## src/rtl/binary_to_bcd_seq_if.sv

```systemverilog
// Bus bundle for binary_to_bcd_seq: request side (binary value in) and
// result side (BCD digits out), each with its own valid/ready pair.
//
// Handshake rule for both pairs: a transfer happens on a rising clock edge
// where valid and ready are both 1. The sender holds data and valid steady
// until that edge. The receiver may raise or lower ready freely. Data is
// only meaningful while valid is 1.
interface binary_to_bcd_seq_if #(
  parameter int WIDTH  = 7,
  parameter int DIGITS = 2
);

  // Request path: producer -> converter
  logic [WIDTH-1:0]    i_binary;
  logic                i_valid;
  logic                o_ready;

  // Result path: converter -> consumer
  logic [4*DIGITS-1:0] o_bcd;
  logic                o_overflow;
  logic                o_valid;
  logic                i_ready;

  // Converter side of the bundle
  modport slave (
    input  i_binary,
    input  i_valid,
    output o_ready,
    output o_bcd,
    output o_overflow,
    output o_valid,
    input  i_ready
  );

  // Producer/consumer side of the bundle
  modport master (
    output i_binary,
    output i_valid,
    input  o_ready,
    input  o_bcd,
    input  o_overflow,
    input  o_valid,
    output i_ready
  );

endinterface

```

## src/rtl/binary_to_bcd_seq.sv

```systemverilog
// Multi-cycle binary-to-BCD converter using shift-add-3 (double dabble).
// It runs one bit per clock, so a WIDTH-bit value takes WIDTH SHIFT cycles.
// An input larger than the largest value that fits in DIGITS decimal digits
// gives all-F digits and the overflow flag.
// o_dbg_state exposes the FSM state (0=IDLE, 1=SHIFT, 2=DONE).
module binary_to_bcd_seq #(
  parameter int WIDTH  = 7,
  parameter int DIGITS = 2
) (
  input  logic                 i_clk,
  input  logic                 i_reset,
  binary_to_bcd_seq_if.slave   bus,
  output logic [1:0]           o_dbg_state
);

  // Largest value representable in DIGITS decimal digits (10^DIGITS - 1).
  function automatic integer pow10_minus1(input integer n);
    integer p;
    p = 1;
    for (integer j = 0; j < n; j++) begin
      p = p * 10;
    end
    return p - 1;
  endfunction

  localparam integer MAX_VAL = pow10_minus1(DIGITS);
  localparam int     SW      = 4 * DIGITS;
  localparam int     CW      = $clog2(WIDTH + 1);

  typedef enum logic [1:0] {
    S_IDLE  = 2'd0,
    S_SHIFT = 2'd1,
    S_DONE  = 2'd2
  } state_t;

  state_t           r_state;
  state_t           w_next_state;

  logic [WIDTH-1:0] r_shift;     // binary bits still to be shifted in
  logic [SW-1:0]    r_scratch;   // BCD digits under construction
  logic [CW-1:0]    r_cnt;       // iterations remaining
  logic             r_ovf;       // captured input exceeded MAX_VAL
  logic [SW-1:0]    r_bcd;       // published result
  logic             r_overflow;  // published overflow flag

  logic             w_accept;
  logic             w_last;
  logic             w_in_ovf;
  logic [SW-1:0]    w_adj;
  logic [SW-1:0]    w_next_scratch;

  // Handshake qualifiers and the input range check.
  // The check is done in 33 bits so that WIDTH=32 still compares unsigned.
  always_comb begin
    w_accept = (r_state == S_IDLE) && bus.i_valid;
    w_last   = (r_state == S_SHIFT) && (r_cnt == CW'(1));
    w_in_ovf = 33'(bus.i_binary) > 33'(MAX_VAL);
  end

  // Add-3 correction: each digit >= 5 gets +3 (4-bit wrap, no carry out),
  // then the scratch shifts left one and takes the next binary MSB.
  // The bit shifted out of the top digit is dropped.
  always_comb begin
    w_adj = r_scratch;
    for (int k = 0; k < DIGITS; k++) begin
      if (r_scratch[4*k +: 4] >= 4'd5) begin
        w_adj[4*k +: 4] = r_scratch[4*k +: 4] + 4'd3;
      end
    end
    w_next_scratch = (w_adj << 1) | {{(SW-1){1'b0}}, r_shift[WIDTH-1]};
  end

  // FSM state register.
  always_ff @(posedge i_clk) begin
    if (i_reset) begin
      r_state <= S_IDLE;
    end else begin
      r_state <= w_next_state;
    end
  end

  // FSM next state and handshake outputs.
  always_comb begin
    w_next_state = r_state;
    bus.o_ready  = 1'b0;
    bus.o_valid  = 1'b0;
    case (r_state)
      S_IDLE: begin
        bus.o_ready = 1'b1;
        if (bus.i_valid) begin
          w_next_state = S_SHIFT;
        end
      end
      S_SHIFT: begin
        if (r_cnt == CW'(1)) begin
          w_next_state = S_DONE;
        end
      end
      S_DONE: begin
        bus.o_valid = 1'b1;
        if (bus.i_ready) begin
          w_next_state = S_IDLE;
        end
      end
      default: begin
        w_next_state = S_IDLE;
      end
    endcase
  end

  // Working registers: load on accept, iterate once per SHIFT cycle.
  always_ff @(posedge i_clk) begin
    if (i_reset) begin
      r_shift   <= '0;
      r_scratch <= '0;
      r_cnt     <= '0;
      r_ovf     <= 1'b0;
    end else if (w_accept) begin
      r_shift   <= bus.i_binary;
      r_scratch <= '0;
      r_cnt     <= CW'(WIDTH);
      r_ovf     <= w_in_ovf;
    end else if (r_state == S_SHIFT) begin
      r_shift   <= r_shift << 1;
      r_scratch <= w_next_scratch;
      r_cnt     <= r_cnt - CW'(1);
    end
  end

  // Result registers change only on the final iteration. They hold through
  // the next IDLE and SHIFT so that the consumer always sees the last answer.
  always_ff @(posedge i_clk) begin
    if (i_reset) begin
      r_bcd      <= '0;
      r_overflow <= 1'b0;
    end else if (w_last) begin
      r_bcd      <= r_ovf ? {SW{1'b1}} : w_next_scratch;
      r_overflow <= r_ovf;
    end
  end

  // Drive the result bus and the debug state view.
  always_comb begin
    bus.o_bcd      = r_bcd;
    bus.o_overflow = r_overflow;
    o_dbg_state    = r_state;
  end

endmodule
```

## src/flat_wrapper.sv

```systemverilog
// flat-port wrapper written by rule: the top's interface ports become plain ports
module binary_to_bcd_seq_flat 
#(
  parameter int WIDTH  = 7,
  parameter int DIGITS = 2
)
  (i_clk, i_reset, o_dbg_state, bus_i_binary, bus_i_valid, bus_o_ready, bus_o_bcd, bus_o_overflow, bus_o_valid, bus_i_ready);
  binary_to_bcd_seq_if #(.WIDTH(WIDTH), .DIGITS(DIGITS)) bus_i ();
  input  logic i_clk;
  input  logic i_reset;
  output logic [1:0] o_dbg_state;
  input wire logic [$bits(bus_i.i_binary)-1:0] bus_i_binary;
  input wire logic [$bits(bus_i.i_valid)-1:0] bus_i_valid;
  output wire logic [$bits(bus_i.o_ready)-1:0] bus_o_ready;
  output wire logic [$bits(bus_i.o_bcd)-1:0] bus_o_bcd;
  output wire logic [$bits(bus_i.o_overflow)-1:0] bus_o_overflow;
  output wire logic [$bits(bus_i.o_valid)-1:0] bus_o_valid;
  input wire logic [$bits(bus_i.i_ready)-1:0] bus_i_ready;
  assign bus_i.i_binary = bus_i_binary;
  assign bus_i.i_valid = bus_i_valid;
  assign bus_o_ready = bus_i.o_ready;
  assign bus_o_bcd = bus_i.o_bcd;
  assign bus_o_overflow = bus_i.o_overflow;
  assign bus_o_valid = bus_i.o_valid;
  assign bus_i.i_ready = bus_i_ready;
  binary_to_bcd_seq #(.WIDTH(WIDTH), .DIGITS(DIGITS)) u_core (.i_clk(i_clk), .i_reset(i_reset), .bus(bus_i), .o_dbg_state(o_dbg_state));
endmodule
```

## config.mk

```make
export PLATFORM = sky130hd
export DESIGN_NAME = binary_to_bcd_seq_flat
export DESIGN_NICKNAME = d
export VERILOG_FILES = /design/src/rtl/binary_to_bcd_seq_if.sv /design/src/rtl/binary_to_bcd_seq.sv /design/src/flat_wrapper.sv
export SDC_FILE = /design/constraint.sdc
export NUM_CORES = 1
export LEC_CHECK = 0
export ABC_CLOCK_PERIOD_IN_PS = 1900
export BUFFER_PORTS_ARGS = -buffer_cell sky130_fd_sc_hd__buf_2
export CAP_MARGIN = 20
export CORE_MARGIN = 3
export CORE_UTILIZATION = 30
export DETAILED_ROUTE_END_ITERATION = 8
export HOLD_SLACK_MARGIN = 0.03
export PLACE_DENSITY_LB_ADDON = 0.3
export REMOVE_ABC_BUFFERS = 1
export SETUP_SLACK_MARGIN = 0.02
export SLEW_MARGIN = 0
export SYNTH_ARGS = -nofsm -noshare
export SYNTH_HDL_FRONTEND = slang
export SYNTH_SLANG_ARGS = --single-unit
```

## constraint.sdc

```tcl
create_clock -name i_clk -period 1.9 [get_ports i_clk]
set_input_delay 0.19 -clock i_clk [delete_from_list [all_inputs] [get_ports i_clk]]
set_output_delay 0.19 -clock i_clk [all_outputs]
set_load 0.01 [all_outputs]
```

Word-level counts from Yosys, hierarchy flattened
Index checks and enable logic that the tools add are counted.

storage, ports and cells
  register bits = 30
  input port bits = 11
  output and inout bits = 13
  word-level logic and storage cells = 39

cells by class
  add/sub/neg operators = 3
  magnitude comparators = 3
  equality and inequality tests = 6
  muxes and demuxes = 13
  bitwise gates (word level) = 1
  reductions and logical operators = 6

operators with widths
  kind                 number
  $mux 7               2
  $mux 3               3
  $ge 4x3->1 const B   2
  $mux 8               1
  $or 8x1->8           1
  $gt 7x7->1 const B   1
  $mux 2               3
  $pmux 2 s3           1
  $add 4x2->4 const B  1
  $mux 4               1
  $ne 2x2->1 const B   2
  $add 3x2->3 const B  1
  $eq 3x1->1 const B   1
  $reduce_and 3->1     1
  $sub 3x1->3 const B  1
  $eq 2x1->1 const B   1
  $eq 2x2->1 const B   1
  $logic_and 1x1->1    2
  $logic_not 2->1      1
  $mux 1               2
  $ne 2x1->1 const B   1
  $reduce_bool 2->1    1
  $reduce_or 2->1      1

Depth between registers and ports, before layout
Gate-level depths: netlist of run 1.

  depth after elaboration = 4
  mapped depth = 6

Worst setup path before layout of run 1
OpenSTA, ideal clock, no wires.

  path kind = reg2reg
  from = register u_core.r_scratch[4]
  to = register u_core.r_bcd[6] (netlist: u_core.bus.o_bcd[6])
  arrival = 1.461 ns
  data required time = 1.820 ns
  path slack = 0.359 ns
  stages on the path, launching flop included = 7
  period minus slack after synthesis = 1.541 ns
  cells stage by stage = dfxtp_1 > inv_1 > ha_1 > nand2b_1 > a21oi_1 > mux2_2 > a211oi_2

between the ends
  longest elaborated chain between the ends = 4
  elaborated cells on any way between the ends = 5
  classes of those cells = add/sub (1); order compare (1); mux (2); bitwise (1)

RTL lines
  what                                       line                                              RTL
  start, declared                            binary_to_bcd_seq.sv:40                           logic [SW-1:0] r_scratch;
  start signal, assigned                     binary_to_bcd_seq.sv:125                          r_scratch <= w_next_scratch;
  $ge 4x3->1 or $add 3x2->3 (tied branches)  binary_to_bcd_seq.sv:66, binary_to_bcd_seq.sv:67
  $mux 3 *                                   binary_to_bcd_seq.sv:66                           if (r_scratch[4*k +: 4] >= 4'd5) begin
  $or 8x1->8 *                               binary_to_bcd_seq.sv:70                           w_next_scratch = (w_adj << 1) | {{(SW-1){1'b0}}, r_shift[WIDTH-1]};
  $mux 8 *                                   binary_to_bcd_seq.sv:137                          r_bcd <= r_ovf ? {SW{1'b1}} : w_next_scratch;
  end signal, assigned                       binary_to_bcd_seq.sv:137
  end, declared                              binary_to_bcd_seq.sv:43                           logic [SW-1:0] r_bcd;

Mark *: on every way between the ends. The rest lies on a longest branch, timed or not.
A chain may end at the register's enable or synchronous reset.

Worst setup path after layout of run 1
  from = register u_core.r_scratch[1]
  to = register u_core.r_bcd[2] (netlist: u_core.bus.o_bcd[2])

between the ends
  longest elaborated chain between the ends = 4
  elaborated cells on any way between the ends = 5
  classes of those cells = add/sub (1); order compare (1); mux (2); bitwise (1)

RTL lines
  what                                       line
  $add 4x2->4 or $ge 4x3->1 (tied branches)  binary_to_bcd_seq.sv:67, binary_to_bcd_seq.sv:66
  $mux 4 *                                   binary_to_bcd_seq.sv:66
  $or 8x1->8 *                               binary_to_bcd_seq.sv:70
  $mux 8 *                                   binary_to_bcd_seq.sv:137

Marks and branches as above.

==> flow_metrics.tcl, run 1 <==
set metrics [dict create \
    cts_buffer_depth 2 \
    relSlewSlack_pct 63.66 \
    ys_async_sr_fraction_pct 0 \
    post-cts-setup-buffer-count 0 \
    grt_max_degree 28 \
    final_cell_mix "30 x dfxtp_1, 23 x buf_2, 18 x a21oi_1" \
    antennaDiodeCount 0 \
    crit_path_end_kind "register" \
    dp_cells 225 \
    numPortBuffers 23 \
    drive_above_1_share_pct 27.93 \
    min_path_type "input port to register" \
    pwr-share-comb_pct 16.4 \
    die_w_um 74.68 \
    finalCoreUtilization_pct 37.11 \
    hpwl_um 2010 \
    clockPowerShare_pct 35.2 \
    worst_slew_pin_slew_ps 545.0 \
    cts_root_buffer "clkbuf_8" \
    first_global_vias 1134 \
    syn_inst 155 \
    syn_to_final_growth_pct 16.53 \
    p_sw_mw 0.3942 \
    regArea_um2 600.6 \
    p_int_mw 1.053 \
    final.setup_skew_ps 4.160 \
    dr.pass1.iters 4 \
    hold_buffers 0 \
    seq_power_share_pct 48.5 \
    avgRoutedWirePerCell_um 12.63 \
    clock.fmax_ghz 0.6226 \
    die-area_um2 5577 \
    finalHoldViolations 0 \
    outcome "finished, final reports clean" \
    power_density_nw_per_um2 877.3 \
    finalPower_mw 1.447 \
    core_area_um2 4444 \
    drt-total-wl_um 2917 \
    synth.distinct_cells 34 \
    critical_path_class "register to register" \
    yosys_register_bits 30 \
    crit_arrival_ps 1810 \
    ys_seq_area_share_pct 42.44 \
    setup_viol 0 \
    ant_nets 0 \
    r2r_setup_slack_ps 290 \
    gr-total-overflow 0 \
    cts.clk_slew.worst_paths_ps 60 \
    rsz0062_at_grt "false" \
    die_h_um 74.68 \
    nets 197 \
    multiInputGateArea_um2 721.9 \
    mostFrequentLayoutCell "dfxtp_1" \
    synth-main-ff-cell "dfxtp_1" \
    cts_tree "built" \
    syn_area_um2 1415 \
    fin_crit_sh_pct 84.54 \
    cp.required_ps 2110 \
    worst-path-max-fanout 3 \
    cts_buffers 5 \
    sw_frac_of_total_pct 27.25 \
    drtIter0Drc 52 \
    synth.avg_cell_area_um2 9.130 \
    num_rows 24 \
    tns_ps 0 \
    slew_viol_final 0 \
    start_util_pct 31.84 \
    grt.total_usage_pct 12.02 \
    finalCriticalPeriod_ps 1606 \
    io_pins 24 \
    drv_cap 0 \
    ctsResizeCount 0 \
    grt_pass1_wl_um 5085 \
    route.vias.total 1118 \
    hold_slack_ps 144.0 \
    ir_drop_mv 0.6166 \
    antenna_found_initial 0 \
    p_leak_nw 0.6419 \
    final_cells 231 \
    ys_warn_count 0 \
    cts_max_level 2 \
    cts_sinks 30 \
    synth_edf_count 0 \
    drc 0 \
    critPathLaunchType "register" \
    num-fill-cells 476 \
    viasPerCell 4.840 \
    gp_congestion 0.7027 \
    clk_latency_ps 280 \
]
## cells by family after synthesis
logic type,share of synthesized area (%)
buffers and inverters,6.543
xor gates and xnor gates,2.476
and+or+nand+nor,19.37
muxes,3.006
AOI/OAI and AO/OA,20.87
adders and majority gates,5.305
DFF,42.44
## worst max-delay path, cell delays in order (launching register included)
cell,delay (ps)
dfxtp_1,340
inv_1,70
ha_1,170
nand2b_1,140
a21oi_1,220
mux2_2,380
a211oi_2,200
## per-stage QoR
step | setup slack (ps) | area [um2]
final | 293.7 | 1649
after global routing | 179.8 | 1649
after CTS | 282.2 | 1649
after detailed placement | 296.2 | 1567
after global placement | 323.0 | 1567
after floorplan | 210.7 | 1349
## cell type report
cell class                 count  share of cell area, %
multi-input combinational    108                  43.78
timing repair buffer          28                  9.256
tap                           52                  3.945
inverter                       7                  1.593
clock buffer                   6                  5.008
sequential                    30                  36.42
## layer usage
metal	up-vias	track usage (%)	routed length [um]
li1	587	-	-
met1	498	15.09	1408
met2	26	18.44	1274
met3	7	2.937	156
met4	0	7.708	77
met5	-	0	0
## power groups by stage
| stage | logic [mW] | registers [mW] | clock network [mW] |
|---|---|---|---|
| finish | 0.237 | 0.701 | 0.509 |
| floorplan | 0.151 | 0.715 | 0 |
| CTS | 0.241 | 0.701 | 0.525 |
| detailed placement | 0.239 | 0.715 | 0 |
| global placement | 0.238 | 0.715 | 0 |
| global route | 0.270 | 0.707 | 0.545 |
## path summary, 6_finish.rpt
| path | from | to | cells past startpoint |
|---|---|---|---|
| worst max register to register | u_core.r_scratch[1]$_SDFFE_PP0P_ | u_core.bus.o_bcd[2]$_SDFFE_PP0P_ | 6 |
| worst max-delay path | u_core.r_scratch[1]$_SDFFE_PP0P_ | u_core.bus.o_bcd[2]$_SDFFE_PP0P_ | 6 |
| worst min register to register | u_core.r_shift[5]$_SDFFE_PP0P_ | u_core.r_shift[5]$_SDFFE_PP0P_ | 2 |
| worst min-delay path | bus_i_binary[0] | u_core.r_shift[0]$_SDFFE_PP0P_ | 3 |
## synth_stat cells, types with 2 or more instances
| library cell | count | area, um2 |
|---|---|---|
| nand2b_1 | 3 | 18.77 |
| xnor2_1 | 3 | 26.28 |
| mux2i_1 | 2 | 20.02 |
| clkbuf_1 | 3 | 11.26 |
| ha_1 | 6 | 75.07 |
| buf_6 | 3 | 33.78 |
| a211oi_1 | 3 | 22.52 |
| nand2_1 | 16 | 60.06 |
| a21oi_1 | 18 | 90.09 |
| nor3b_1 | 4 | 30.03 |
| mux2_2 | 2 | 22.52 |
| dfxtp_1 | 30 | 600.6 |
| a211oi_2 | 8 | 100.1 |
| o21ai_0 | 2 | 10.01 |
| buf_2 | 2 | 10.01 |
| and2b_2 | 2 | 17.52 |
| a22oi_1 | 6 | 45.04 |
| o22ai_1 | 3 | 18.77 |
| inv_1 | 7 | 26.28 |
| nor3_1 | 2 | 10.01 |
| nor2_1 | 17 | 63.81 |
## state kept, by name (all words and copies together) (netlist names)
name                   flops
u_core.r_shift             7
u_core.bus.o_overflow      1
u_core.bus.o_bcd           8
u_core.r_scratch           8
u_core.r_ovf               1
u_core.r_cnt               3
u_core.o_dbg_state         2
Note: power is estimated with default switching activity, not from simulation.
==> inputs of run 2 (changes only) <==
- ABC_CLOCK_PERIOD_IN_PS: 1900 -> 1420
- clock period: 1.9 -> 1.42 ns (I/O delays scaled with it)
==> flow_metrics.tcl, run 2 (synthesis results as in run 1) <==
set metrics [dict create \
    outcome "finished, final reports clean" \
    syn_to_final_growth_pct 39.52 \
    slew_viol_final 0 \
    dp_cells 241 \
    p_leak_nw 0.7908 \
    numPortBuffers 23 \
    hold_slack_ps 97.51 \
    finalHoldViolations 0 \
    fin_crit_sh_pct 98.01 \
    cts_max_level 2 \
    hold_buffers 0 \
    cts_buffer_depth 2 \
    r2r_cells 6 \
    final.setup_skew_ps 5.948 \
    num_rows 24 \
    drv_cap 0 \
    cts.clk_slew.worst_paths_ps 60 \
    cts_sinks 30 \
    first_global_vias 1168 \
    core_area_um2 4444 \
    clk_latency_ps 280 \
    critPathLaunchType "register" \
    worst-path-max-fanout 3 \
    ir_drop_mv 0.6448 \
    antenna_found_initial 0 \
    drtIter0Drc 42 \
    gr-total-overflow 0 \
    ant_nets 0 \
    min_path_cells 3 \
    r2r_setup_slack_ps 30 \
    rsz0062_at_grt "true" \
    final_cell_mix "26 x dfxtp_1, 24 x buf_4, 23 x buf_2" \
    finalPower_mw 2.221 \
    grt.busiest_layer "met2" \
    dr.pass1.iters 4 \
    setup_viol 0 \
    use_met3_pct 5.073 \
    drc 0 \
    drt-total-wl_um 3238 \
    viasPerCell 4.794 \
    grt.total_usage_pct 12.66 \
    nets 217 \
    finalCriticalPeriod_ps 1392 \
    crit_arrival_ps 1590 \
    antennaDiodeCount 0 \
    relSlewSlack_pct 72.08 \
    avgRoutedWirePerCell_um 12.85 \
    worst_slew_pin_slew_ps 414.5 \
    timing.rr.start "u_core.r_scratch[1]$_SDFFE_PP0P_" \
    die_h_um 74.68 \
    final_cells 252 \
    cp.required_ps 1620 \
    cts_buffers 5 \
    route.vias.total 1208 \
    grt_max_degree 22 \
    gp_congestion 0.7990 \
    cts_root_buffer "clkbuf_8" \
    holdPathEnd "u_core.r_shift[0]$_SDFFE_PP0P_" \
    crit_path_end_kind "register" \
    min-delay-start "bus_i_binary[0]" \
    io_pins 24 \
    reg2reg_to "u_core.bus.o_bcd[2]$_SDFFE_PP0P_" \
    start_util_pct 31.84 \
    die-area_um2 5577 \
    grt_use_met1_pct 15.81 \
    min_path_type "input port to register" \
    grt_pass1_wl_um 5319 \
    clock.fmax_ghz 0.7185 \
    die_w_um 74.68 \
    power_density_nw_per_um2 1125 \
    mostFrequentLayoutCell "dfxtp_1" \
    use_met2_pct 20.10 \
    critical_path_class "register to register" \
    hpwl_um 2203 \
    drive_above_1_share_pct 47.00 \
    cts_tree "built" \
]
[run 2: area by class of cell]
| class | count | area, um2 |
|---|---|---|
| fillers | 438 | 2470 |
| multi-input cells | 108 | 848.3 |
| flip-flops and latches | 30 | 610.6 |
| repair buffers | 48 | 306.5 |
| clock buffers | 6 | 82.58 |
| well taps | 52 | 65.06 |
| inverters | 7 | 31.28 |
| clock inverters | 1 | 30.03 |
[run 2: critical path, cell delays in order, from the launching register on]
cell and delay (ps):
dfxtp_2 350, inv_4 50, ha_4 140, nand2b_4 140, a21oi_4 140, mux2_4 330, a211oi_2 170
[run 2: worst max path at each step]
stage	startpoint	end	slack, ps	cells past startpoint
CTS	u_core.r_scratch[5]$_SDFFE_PP0P_	u_core.bus.o_bcd[6]$_SDFFE_PP0P_	20	6
global route	u_core.r_scratch[1]$_SDFFE_PP0P_	u_core.bus.o_bcd[2]$_SDFFE_PP0P_	-40	6
floorplan	u_core.o_dbg_state[0]$_SDFFE_PP0P_	u_core.bus.o_bcd[1]$_SDFFE_PP0P_	-270	4
global placement	u_core.r_scratch[1]$_SDFFE_PP0P_	u_core.bus.o_bcd[2]$_SDFFE_PP0P_	-100	6
finish	u_core.r_scratch[1]$_SDFFE_PP0P_	u_core.bus.o_bcd[2]$_SDFFE_PP0P_	30	6
detailed placement	u_core.r_scratch[1]$_SDFFE_PP0P_	u_core.bus.o_bcd[2]$_SDFFE_PP0P_	-130	6
[run 2: routing by layer]
layer	vias to the layer above	routed length [um]
li1	625	-
met1	557	1519
met2	22	1536
met3	4	152
met4	0	30
met5	-	0
[run 2: where the power goes]
group          switching, mW  total (mW)  internal [mW]
logic                  0.210       0.415          0.205
registers             0.0420       0.938          0.896
clock network          0.308       0.868          0.561
total                  0.560        2.22           1.66
[run 2: what timing repair did]
action	in CTS	in global routing
buffers inserted	3	1
pin swaps	5	5
cloned	0	0
gates resized for setup	20	16
setup endpoints to repair	11	18
[run 2: through the flow]
| step | utilization [%] | setup TNS, ps | cell area, um2 | worst slack [ps] |
|---|---|---|---|---|
| floorplan | - | -4354 | 1349 | -269.3 |
| global placement | 37.95 | -235.7 | 1687 | -96.61 |
| detailed placement | 37.95 | -329.7 | 1687 | -129.0 |
| CTS | 42.91 | 0 | 1907 | 19.92 |
| global route | 44.43 | -112.9 | 1974 | -40.29 |
| finish | 44.43 | 0 | 1974 | 28.30 |
